## src/rtl/decoder_pkg.sv

```systemverilog
// Shared definitions for the decoder pipeline.
//   mode_e            : decode style selected by the 'mode' input
//   FIFO_DEPTH        : number of decoded words the output buffer can hold
//   DEFAULT_IN_WIDTH  : default width of the binary index
//   DEFAULT_OUT_WIDTH : default number of decoded output lines
package decoder_pkg;

    typedef enum logic {
        MODE_ONEHOT = 1'b0,
        MODE_THERM  = 1'b1
    } mode_e;

    localparam int FIFO_DEPTH        = 2;
    localparam int DEFAULT_IN_WIDTH  = 4;
    localparam int DEFAULT_OUT_WIDTH = 16;

endpackage

```

## src/rtl/decoder_core.sv

```systemverilog
// Combinational index-to-word decoder.
//   binary_in : index to decode
//   enable    : 0 forces an all-zero word with no error
//   mode      : MODE_ONEHOT or MODE_THERM
//   word      : decoded word (all zeros when disabled or out of range)
//   err       : index is out of range while enabled
module decoder_core
    import decoder_pkg::*;
#(
    parameter int IN_WIDTH  = DEFAULT_IN_WIDTH,
    parameter int OUT_WIDTH = DEFAULT_OUT_WIDTH
) (
    input  logic [IN_WIDTH-1:0]  binary_in,
    input  logic                 enable,
    input  logic                 mode,
    output logic [OUT_WIDTH-1:0] word,
    output logic                 err
);

    logic [31:0] idx;

    // NOTE: every output of a combinational block gets a default first, so no
    // path through the if/else leaves a value held and infers a latch.
    always_comb begin
        idx  = 32'(binary_in);
        word = '0;
        err  = 1'b0;
        if (enable) begin
            if (idx >= 32'(OUT_WIDTH)) begin
                err = 1'b1;
            end else begin
                for (int i = 0; i < OUT_WIDTH; i++) begin
                    word[i] = (mode == MODE_THERM) ? (32'(i) <= idx) : (32'(i) == idx);
                end
            end
        end
    end

endmodule

```

## src/rtl/decoder_pipe.sv

```systemverilog
// Decoder with a 2-entry output skid buffer and valid/ready handshakes.
// The index is decoded as it is accepted; the buffer stores decoded words.
//   clk, rst_n         : clock, synchronous active-low reset
//   binary_in, enable,
//   mode, in_valid     : upstream request
//   in_ready           : registered; high while the buffer has a free slot
//   decoder_out,
//   range_err,
//   out_valid          : head entry of the buffer (zeros when empty)
//   out_ready          : downstream accepts the head entry
module decoder_pipe
    import decoder_pkg::*;
#(
    parameter int IN_WIDTH  = DEFAULT_IN_WIDTH,
    parameter int OUT_WIDTH = DEFAULT_OUT_WIDTH
) (
    input  logic                 clk,
    input  logic                 rst_n,
    input  logic [IN_WIDTH-1:0]  binary_in,
    input  logic                 enable,
    input  logic                 mode,
    input  logic                 in_valid,
    output logic                 in_ready,
    output logic [OUT_WIDTH-1:0] decoder_out,
    output logic                 range_err,
    output logic                 out_valid,
    input  logic                 out_ready
);

    typedef struct packed {
        logic                 err;
        logic [OUT_WIDTH-1:0] word;
    } entry_t;

    logic [OUT_WIDTH-1:0] core_word;
    logic                 core_err;

    entry_t     mem_q [FIFO_DEPTH];
    entry_t     mem_d [FIFO_DEPTH];
    logic       wr_ptr_q, wr_ptr_d;
    logic       rd_ptr_q, rd_ptr_d;
    logic [1:0] count_q, count_d;
    logic       in_ready_q, in_ready_d;
    logic       push, pop;

    decoder_core #(
        .IN_WIDTH  (IN_WIDTH),
        .OUT_WIDTH (OUT_WIDTH)
    ) u_core (
        .binary_in (binary_in),
        .enable    (enable),
        .mode      (mode),
        .word      (core_word),
        .err       (core_err)
    );

    assign push = in_valid && in_ready_q;
    assign pop  = (count_q != 2'd0) && out_ready;

    always_comb begin
        mem_d    = mem_q;
        wr_ptr_d = wr_ptr_q;
        rd_ptr_d = rd_ptr_q;
        if (push) begin
            mem_d[wr_ptr_q] = '{err: core_err, word: core_word};
            wr_ptr_d        = ~wr_ptr_q;
        end
        if (pop) begin
            rd_ptr_d = ~rd_ptr_q;
        end
        count_d    = count_q + {1'b0, push} - {1'b0, pop};
        // Ready is precomputed from the next occupancy so it leaves a flop
        // and never depends combinationally on out_ready.
        in_ready_d = (count_d < 2'(FIFO_DEPTH));
    end

    // NOTE: sequential state uses non-blocking assignments so every flop
    // samples the pre-edge values regardless of statement order.
    always_ff @(posedge clk) begin
        if (!rst_n) begin
            count_q    <= 2'd0;
            wr_ptr_q   <= 1'b0;
            rd_ptr_q   <= 1'b0;
            in_ready_q <= 1'b0;
        end else begin
            count_q    <= count_d;
            wr_ptr_q   <= wr_ptr_d;
            rd_ptr_q   <= rd_ptr_d;
            in_ready_q <= in_ready_d;
        end
    end

    // NOTE: the storage array is not reset; a slot is only observable while
    // count_q covers it, and the outputs are forced to zero when empty.
    always_ff @(posedge clk) begin
        mem_q <= mem_d;
    end

    assign in_ready    = in_ready_q;
    assign out_valid   = (count_q != 2'd0);
    assign decoder_out = out_valid ? mem_q[rd_ptr_q].word : '0;
    assign range_err   = out_valid ? mem_q[rd_ptr_q].err  : 1'b0;

endmodule

```

## config.mk

```make
export PLATFORM = sky130hd
export DESIGN_NAME = decoder_pipe
export DESIGN_NICKNAME = d
export VERILOG_FILES = /design/src/rtl/decoder_pkg.sv /design/src/rtl/decoder_core.sv /design/src/rtl/decoder_pipe.sv
export SDC_FILE = /design/constraint.sdc
export NUM_CORES = 1
export LEC_CHECK = 0
export BUFFER_PORTS_ARGS = -buffer_cell sky130_fd_sc_hd__buf_2
export CAP_MARGIN = 10
export CORE_AREA = 2 2 80 82
export DETAILED_ROUTE_END_ITERATION = 10
export DIE_AREA = 0 0 82 84
export HOLD_SLACK_MARGIN = 0.02
export MAX_ROUTING_LAYER = met4
export PLACE_DENSITY = 0.53
export RECOVER_POWER = 50
export SLEW_MARGIN = 10
export SYNTH_ARGS = -nofsm -noshare
export SYNTH_HDL_FRONTEND = slang
export SYNTH_SLANG_ARGS = --single-unit
```

## constraint.sdc

```tcl
create_clock -name clk -period 2.6 [get_ports clk]
set_input_delay 0.39 -clock clk [delete_from_list [all_inputs] [get_ports clk]]
set_output_delay 0.39 -clock clk [all_outputs]
set_load 0.02 [all_outputs]
```

==> results by group, run 1 <==
CTS
  • Clock root buffer: clkbuf_8
  • Resized Gates After CTS: 0
  • Cts bufs inserted: 5
  • # H-tree levels: 2
  • CTS tree: built
  • Hold_buf cts: 0
  • Max Root-Sink Buffers: 2
  • Clock Sink Count: 37
  • Clock latency on the worst-skew pair: approximately 0.28 ns
  • Number of buffers added for setup after CTS: 0
  • Clock transition at the registers of the reported paths: roughly 0.06 ns

Run
  • Maxcap violations: 0

Yosys
  • Synthesized area: 0.00176 mm^2
  • Syn nets: 156
  • Distinct cell type count after synthesis: 33
  • Top cell type by total area after synthesis: edfxtp_1
  • Seq/Total Area, Yosys: 0.604
  • Synth Register Bits: 37
  • Post-Syn Instances: 144
  • Synth warnings: 0
  • Main area contributors after synthesis: edfxtp_1 55%, mux2i_1 12%, dfxtp_1 5.7%
  • Synth top area share: 0.547
  • Mean Syn Cell Area: 12.2 um^2

Routing
  • 1st-pass router iterations: 4
  • Drc violations: 0
  • Via density: 4.45
  • DR vias: 1,108
  • ANT nets after route: 0
  • Final WL: around 3.1 mm
  • Routed WL per cell: 12.3 um
  • Initial DRC Count: 75

GRT
  • Met1 usage: 0.126
  • Initial antenna violation count: 0
  • GR Util met2: 0.154
  • Gr usage total: 0.103
  • Vias in the first global route: ~1,100
  • Largest net degree at the start of global routing: 19
  • GR peak layer: met2
  • Grt ovf: 0
  • GRT met3 Usage: 0.0227
  • First-pass GRT wire length: 5.17 mm

Worst setup path
  • Critical-path top delay cell: dfxtp_1
  • R2R cell count: 1
  • End point of the critical path: decoder_out[3]
  • R2R Path End: mem_q[12]
  • CP Launch Type: register
  • CP required: 2.21 ns
  • Setup CP Type: reg -> out
  • CP max stage delay: 0.31 ns
  • Worst EP arrival: 1.33 ns
  • Worst path cell trace: buf_4 -> mux2i_1 -> nor2_1 -> buf_2
  • R2r startpoint: in_ready
  • Reg-to-reg slack, setup: 1.15 ns
  • CP Capture Type: primary output
  • CP max FO: 18
  • Worst Setup SP: rd_ptr_q

Die
  • Core Rows: 29
  • Core area: 0.00610 mm^2
  • Starting density of the core: 0.288
  • Die boundary height: 84 um
  • Top Ports: 29
  • Die X-Extent: 82 um
  • Total Die Area: 0.00689 mm^2

Power
  • P_leak: 0.000761 uW
  • P per Cell Area: 900 mW/mm^2
  • Maximum VDD drop: roughly 0.45 mV

Cells and area
  • Non-filler instance count after layout: 249
  • # fillers: around 620
  • Syn-to-layout area delta: 14.7%
  • Commonest non-fill, non-tap cell in the layout: edfxtp_1
  • Layout Nets: 184
  • Most frequent cells in the layout: 32 x edfxtp_1, 25 x buf_2, 21 x mux2i_1, 20 x nor2_1
  • Antenna cells: 0
  • Cell area after layout: 0.00202 mm^2
  • Layout cell share with drive strength beyond 1: 0.198

Timing
  • Slew Limit Fails: 0
  • Final Critical Period: 1.72 ns
  • Final hold violations: 0
  • RSZ-0062 raised after global routing: no
  • Max-slew headroom: 0.488
  • Worst Skew: roughly 0.0042 ns
  • Setup_tns: 0 ns
  • Tcrit/Tclk final: 0.662
  • F_max: 581 MHz
  • Worst-Margin Slew: 0.767 ns
  • Final number of setup-violating endpoints: 0

Placement
  • Post-Place Cell Area: 0.00195 mm^2
  • Gp weighted congestion: ~0.77
  • Post-DP HPWL: roughly 2 mm
  • PortBufs: 27
  • Inst Count DP: 242

Run status
  • Status: finished, final reports clean

Hold path
  • Worst min-delay path class: in -> reg
## registers in the layout, indices dropped and copies added, names as in the netlist
signal    count
mem_q        32
in_ready      1
wr_ptr_q      1
rd_ptr_q      1
count_q       2
## synthesized netlist by cell type
cell type and instances:
ha_1 2, or3_1 3, nand3_1 1, dfxtp_1 5
buf_4 4, nand4bb_1 2, or2_2 1, xnor2_1 1
and2_1 1, nand4b_1 1, and3_1 1, mux2i_1 21
conb_1 1, or2_1 1, nand2_1 9, a211oi_1 4
nand3b_1 2, a21boi_0 1, nor3_2 1, a21oi_1 9
or4_1 1, a21bo_2 1, nor2_1 20, or2_0 1
inv_1 6, edfxtp_1 32, nand2b_1 2, or3b_1 1
buf_2 3, o22ai_1 1, o21a_1 1, buf_6 1
o21ai_0 3
## layer usage
metal  routed length, um  vias to the layer above
met5                   0                        -
met4                  71                        0
met3                 119                        4
met2                1420                       22
met1                1440                      510
li1                    -                      572
## stage by stage
step	hold WS, ns	worst slack (ns)	util	power (uW)
global route	0.405	0.748	0.331	1940
finish	0.396	0.880	0.331	1810
CTS	0.392	0.829	0.332	1850
floorplan	0.512	1.18	-	1280
global placement	0.563	1.02	0.320	1490
detailed placement	0.573	1.00	0.320	1500
## critical path, delay by kind of cell, from the launching register on
kind | cells | cell delay [ns]
and+or+nand+nor | 1 | 0.05
muxes | 1 | 0.25
buffers and inverters | 2 | 0.44
DFF | 1 | 0.31
## cell families after synthesis
kind of cell    Yosys count  synth area share
simple gates             48             0.142
flops                    37             0.604
mux                      21             0.120
compound gates           20            0.0690
buf+inv                  14            0.0448
fa+ha+maj                 2            0.0142
other cells               1           0.00213
xor+xnor                  1           0.00498
## layout make-up
type	instances	area (um^2)	share of cell area
Inverter	6	22.5	0.0112
Sequential cell	37	1060	0.526
Clock inverter	1	3.75	0.00186
Tap cell	77	96.3	0.0478
Timing Repair Buffer	29	148	0.0732
Clock buffer	6	72.6	0.0360
Multi-Input combinational cell	93	613	0.304
## report_power, final
| group | internal, uW | leakage (uW) | switching, uW | total (uW) |
|---|---|---|---|---|
| registers | 732 | 0.000341 | 30.0 | 762 |
| clock network | 180 | 0.0000387 | 175 | 355 |
| logic | 252 | 0.000381 | 445 | 697 |
## how the worst min path moves through the flow
stage                   from         end  slack [ns]  depth (start not counted)
global placement    wr_ptr_q    wr_ptr_q        0.56                          2
finish                 rst_n  count_q[0]        0.40                          2
detailed placement  in_ready    wr_ptr_q        0.57                          2
floorplan              rst_n  count_q[0]        0.51                          1
global route           rst_n  count_q[0]        0.40                          2
CTS                    rst_n  count_q[0]        0.39                          2
(Power assumes the default switching activity.)
==> run 2: changes to the inputs <==
PLACE_DENSITY = 0.55   (was 0.53)
clock period = 1.4 ns   (was 2.6 ns; I/O delays follow)
==> results by group, run 2 (synthesized netlist as in run 1, its figures left out) <==
Run status
  • Status: complete, but fails checks (was finished, final reports clean)
  • Failing checks: setup timing

CTS
  • # H-tree levels: 2 (unchanged)
  • Hold_buf cts: 0 (unchanged)
  • Cts bufs inserted: 5 (unchanged)
  • Clock root buffer: clkbuf_8 (unchanged)
  • CTS tree: built (unchanged)
  • Clock Sink Count: 37 (unchanged)
  • Clock transition at the registers of the reported paths: 0.07 ns (was 0.06 ns)
  • Clock latency on the worst-skew pair: 0.28 ns (about the same)
  • Max Root-Sink Buffers: 2 (unchanged)

Power
  • Maximum VDD drop: 0.832 mV (was 0.450 mV)
  • Pint: 2590 uW (was 1160 uW)
  • Total power: 3960 uW (was 1810 uW)
  • Comb pwr share: 0.407 (was 0.384)
  • NetSw: 1360 uW (was 650 uW)
  • Clock Power Share: 0.221 (was 0.196)
  • Switching Fraction: 0.345 (was 0.358)
  • P per Cell Area: 1790 mW/mm^2 (was 900 mW/mm^2)
  • P_leak: 0.000840 uW (was 0.000761 uW)
  • Sequential share of power: 0.372 (was 0.420)

Placement
  • Setup WS pre-CTS: 0.0121 ns (was 1.00 ns)
  • PortBufs: 27 (unchanged)
  • Gp weighted congestion: 0.692 (was 0.771)
  • Post-DP HPWL: 2.24 mm (was 2.04 mm)

Cells and area
  • Antenna cells: 0 (unchanged)
  • Layout cell share with drive strength beyond 1: 0.297 (was 0.198)
  • Max FFs per register: 32 (unchanged)
  • Final core occ: 0.363 (was 0.331)
  • Layout Nets: 193 (was 184)
  • Commonest non-fill, non-tap cell in the layout: edfxtp_1 (unchanged)
  • Largest regs: mem_q (32), count_q (2) (unchanged)
  • Top reg by flops: mem_q (unchanged)
  • Syn-to-layout area delta: 25.9% (was 14.7%)
  • Most frequent cells in the layout: 32 x edfxtp_1, 22 x buf_2, 19 x mux2i_1, 19 x nor2_1 (was 32 x edfxtp_1, 25 x buf_2, 21 x mux2i_1, 20 x nor2_1)

Die
  • Die X-Extent: 82 um (unchanged)
  • Starting density of the core: 0.288 (unchanged)
  • Core Rows: 29 (unchanged)
  • Die boundary height: 84 um (unchanged)
  • Total Die Area: 0.00689 mm^2 (unchanged)
  • Core area: 0.00610 mm^2 (unchanged)
  • Top Ports: 29 (unchanged)

Routing
  • Initial DRC Count: 55 (was 75)
  • Drc violations: 0 (unchanged)
  • Routed WL per cell: 13.5 um (was 12.3 um)
  • DR vias: 1,188 (was 1,108)
  • ANT nets after route: 0 (unchanged)
  • Via density: 4.59 (was 4.45)
  • Final WL: 3.50 mm (was 3.05 mm)
  • 1st-pass router iterations: 4 (unchanged)

GRT
  • Vias in the first global route: 1,077 (was 1,097)
  • Largest net degree at the start of global routing: 18 (was 19)
  • Gr usage total: 0.109 (was 0.103)
  • Grt ovf: 0 (unchanged)
  • First-pass GRT wire length: 5.40 mm (was 5.17 mm)
  • Initial antenna violation count: 0 (unchanged)

Timing
  • Tcrit/Tclk final: 1.02
  • Worst hold slack: 0.238 ns (was 0.396 ns)
  • Setup_tns: -0.140 ns (was 0 ns)
  • Worst-Margin Slew: 0.620 ns (was 0.767 ns)
  • RSZ-0062 raised after global routing: yes (was no)
  • Final WS setup: -0.0350 ns (was 0.880 ns)
  • Final Critical Period: around 1.4 ns
  • F_max: 697 MHz
  • Slew Limit Fails: 0 (unchanged)
  • Worst Skew: 0.00524 ns (was 0.00421 ns)
  • Final hold violations: 0 (unchanged)
  • Max-slew headroom: 0.587 (was 0.488)
  • Final number of setup-violating endpoints: 10 (was 0)

Worst setup path
  • Worst path cell trace: buf_6 -> mux2i_2 -> nor2_1 -> buf_2 (was buf_4 -> mux2i_1 -> nor2_1 -> buf_2)
  • Setup CP Type: reg -> out (unchanged)
  • CP Capture Type: primary output (unchanged)
  • CP max FO: 5 (was 18)
  • Crit path max-delay family: flip-flops (was buffers and inverters)
  • CP max stage delay: 0.37 ns (was 0.31 ns)
  • Critical-path top delay cell: dfxtp_4 (was dfxtp_1)
  • CP Launch Type: register (unchanged)
  • CP required: 1.19 ns (was 2.21 ns)
  • Buf/Inv on CP: 2 (unchanged)
  • Worst EP arrival: 1.22 ns (was 1.33 ns)

Hold path
  • Worst min-delay path class: in -> reg (unchanged)

Run
  • Maxcap violations: 0 (unchanged)
## run 2: cell count changes in the layout (fill, tap and decap cells not counted), moves of 2 or more
cell / before / now
buf_6: 0 / 4
mux2i_2: 0 / 2
mux2i_1: 21 / 19
buf_4: 2 / 8
buf_12: 0 / 2
dfxtp_4: 0 / 3
dfxtp_1: 5 / 2
buf_2: 25 / 22
## run 2: layer usage
layer  part of all wire  wire, um  GRT usage
met5                  0         0          -
met4              0.019        65     0.0455
met3              0.035       121     0.0281
met2               0.47      1650      0.155
met1               0.48      1660      0.145
## run 2: power groups by stage
stage | Combinational (uW) | Sequential [uW] | Clock, uW
floorplan | 936 | 1440 | 0
global placement | 1380 | 1430 | 0
detailed placement | 1390 | 1440 | 0
CTS | 1450 | 1430 | 902
global route | 1760 | 1490 | 967
finish | 1610 | 1470 | 876
## run 2: per-stage QoR
| step | cells | area (um^2) |
|---|---|---|
| 6_report | 259 | 2210 |
| 5_1_grt | 259 | 2210 |
| 4_1_cts | 257 | 2140 |
| 3_5_place_dp | 246 | 2000 |
| 3_3_place_gp | 246 | 2000 |
| 2_1_floorplan | 144 | 1760 |
## run 2: area by class of cell
type / instances / area [um^2]
Tap cell: 77 / 96.3
Clock buffer: 6 / 72.6
Clock inverter: 2 / 33.8
Sequential cell: 37 / 1070
Fill cell: 606 / 3880
Inverter: 6 / 22.5
Multi-Input combinational cell: 93 / 653
Timing Repair Buffer: 38 / 263
## run 2: path summary, 6_finish.rpt
check | slack, ns | endpoint | start | cells after the start
max reg2reg | 0.01 | count_q[1] | count_q[1] | 6
max | -0.03 | decoder_out[5] | rd_ptr_q | 4
min | 0.24 | rd_ptr_q | rst_n | 3
min reg2reg | 0.59 | wr_ptr_q | wr_ptr_q | 2
## run 2: repair_timing
| action | in CTS | in global routing |
|---|---|---|
| buffers inserted | 1 | 1 |
| cloned | 2 | 1 |
| pin swaps | 1 | 4 |
| endpoints found under the setup margin | 18 | 19 |
| gates resized for setup | 6 | 20 |
## run 2: worst min-delay path: stages
cell and delay, ns:
buf_2 0.15, nand2_1 0.07, mux2i_1 0.05
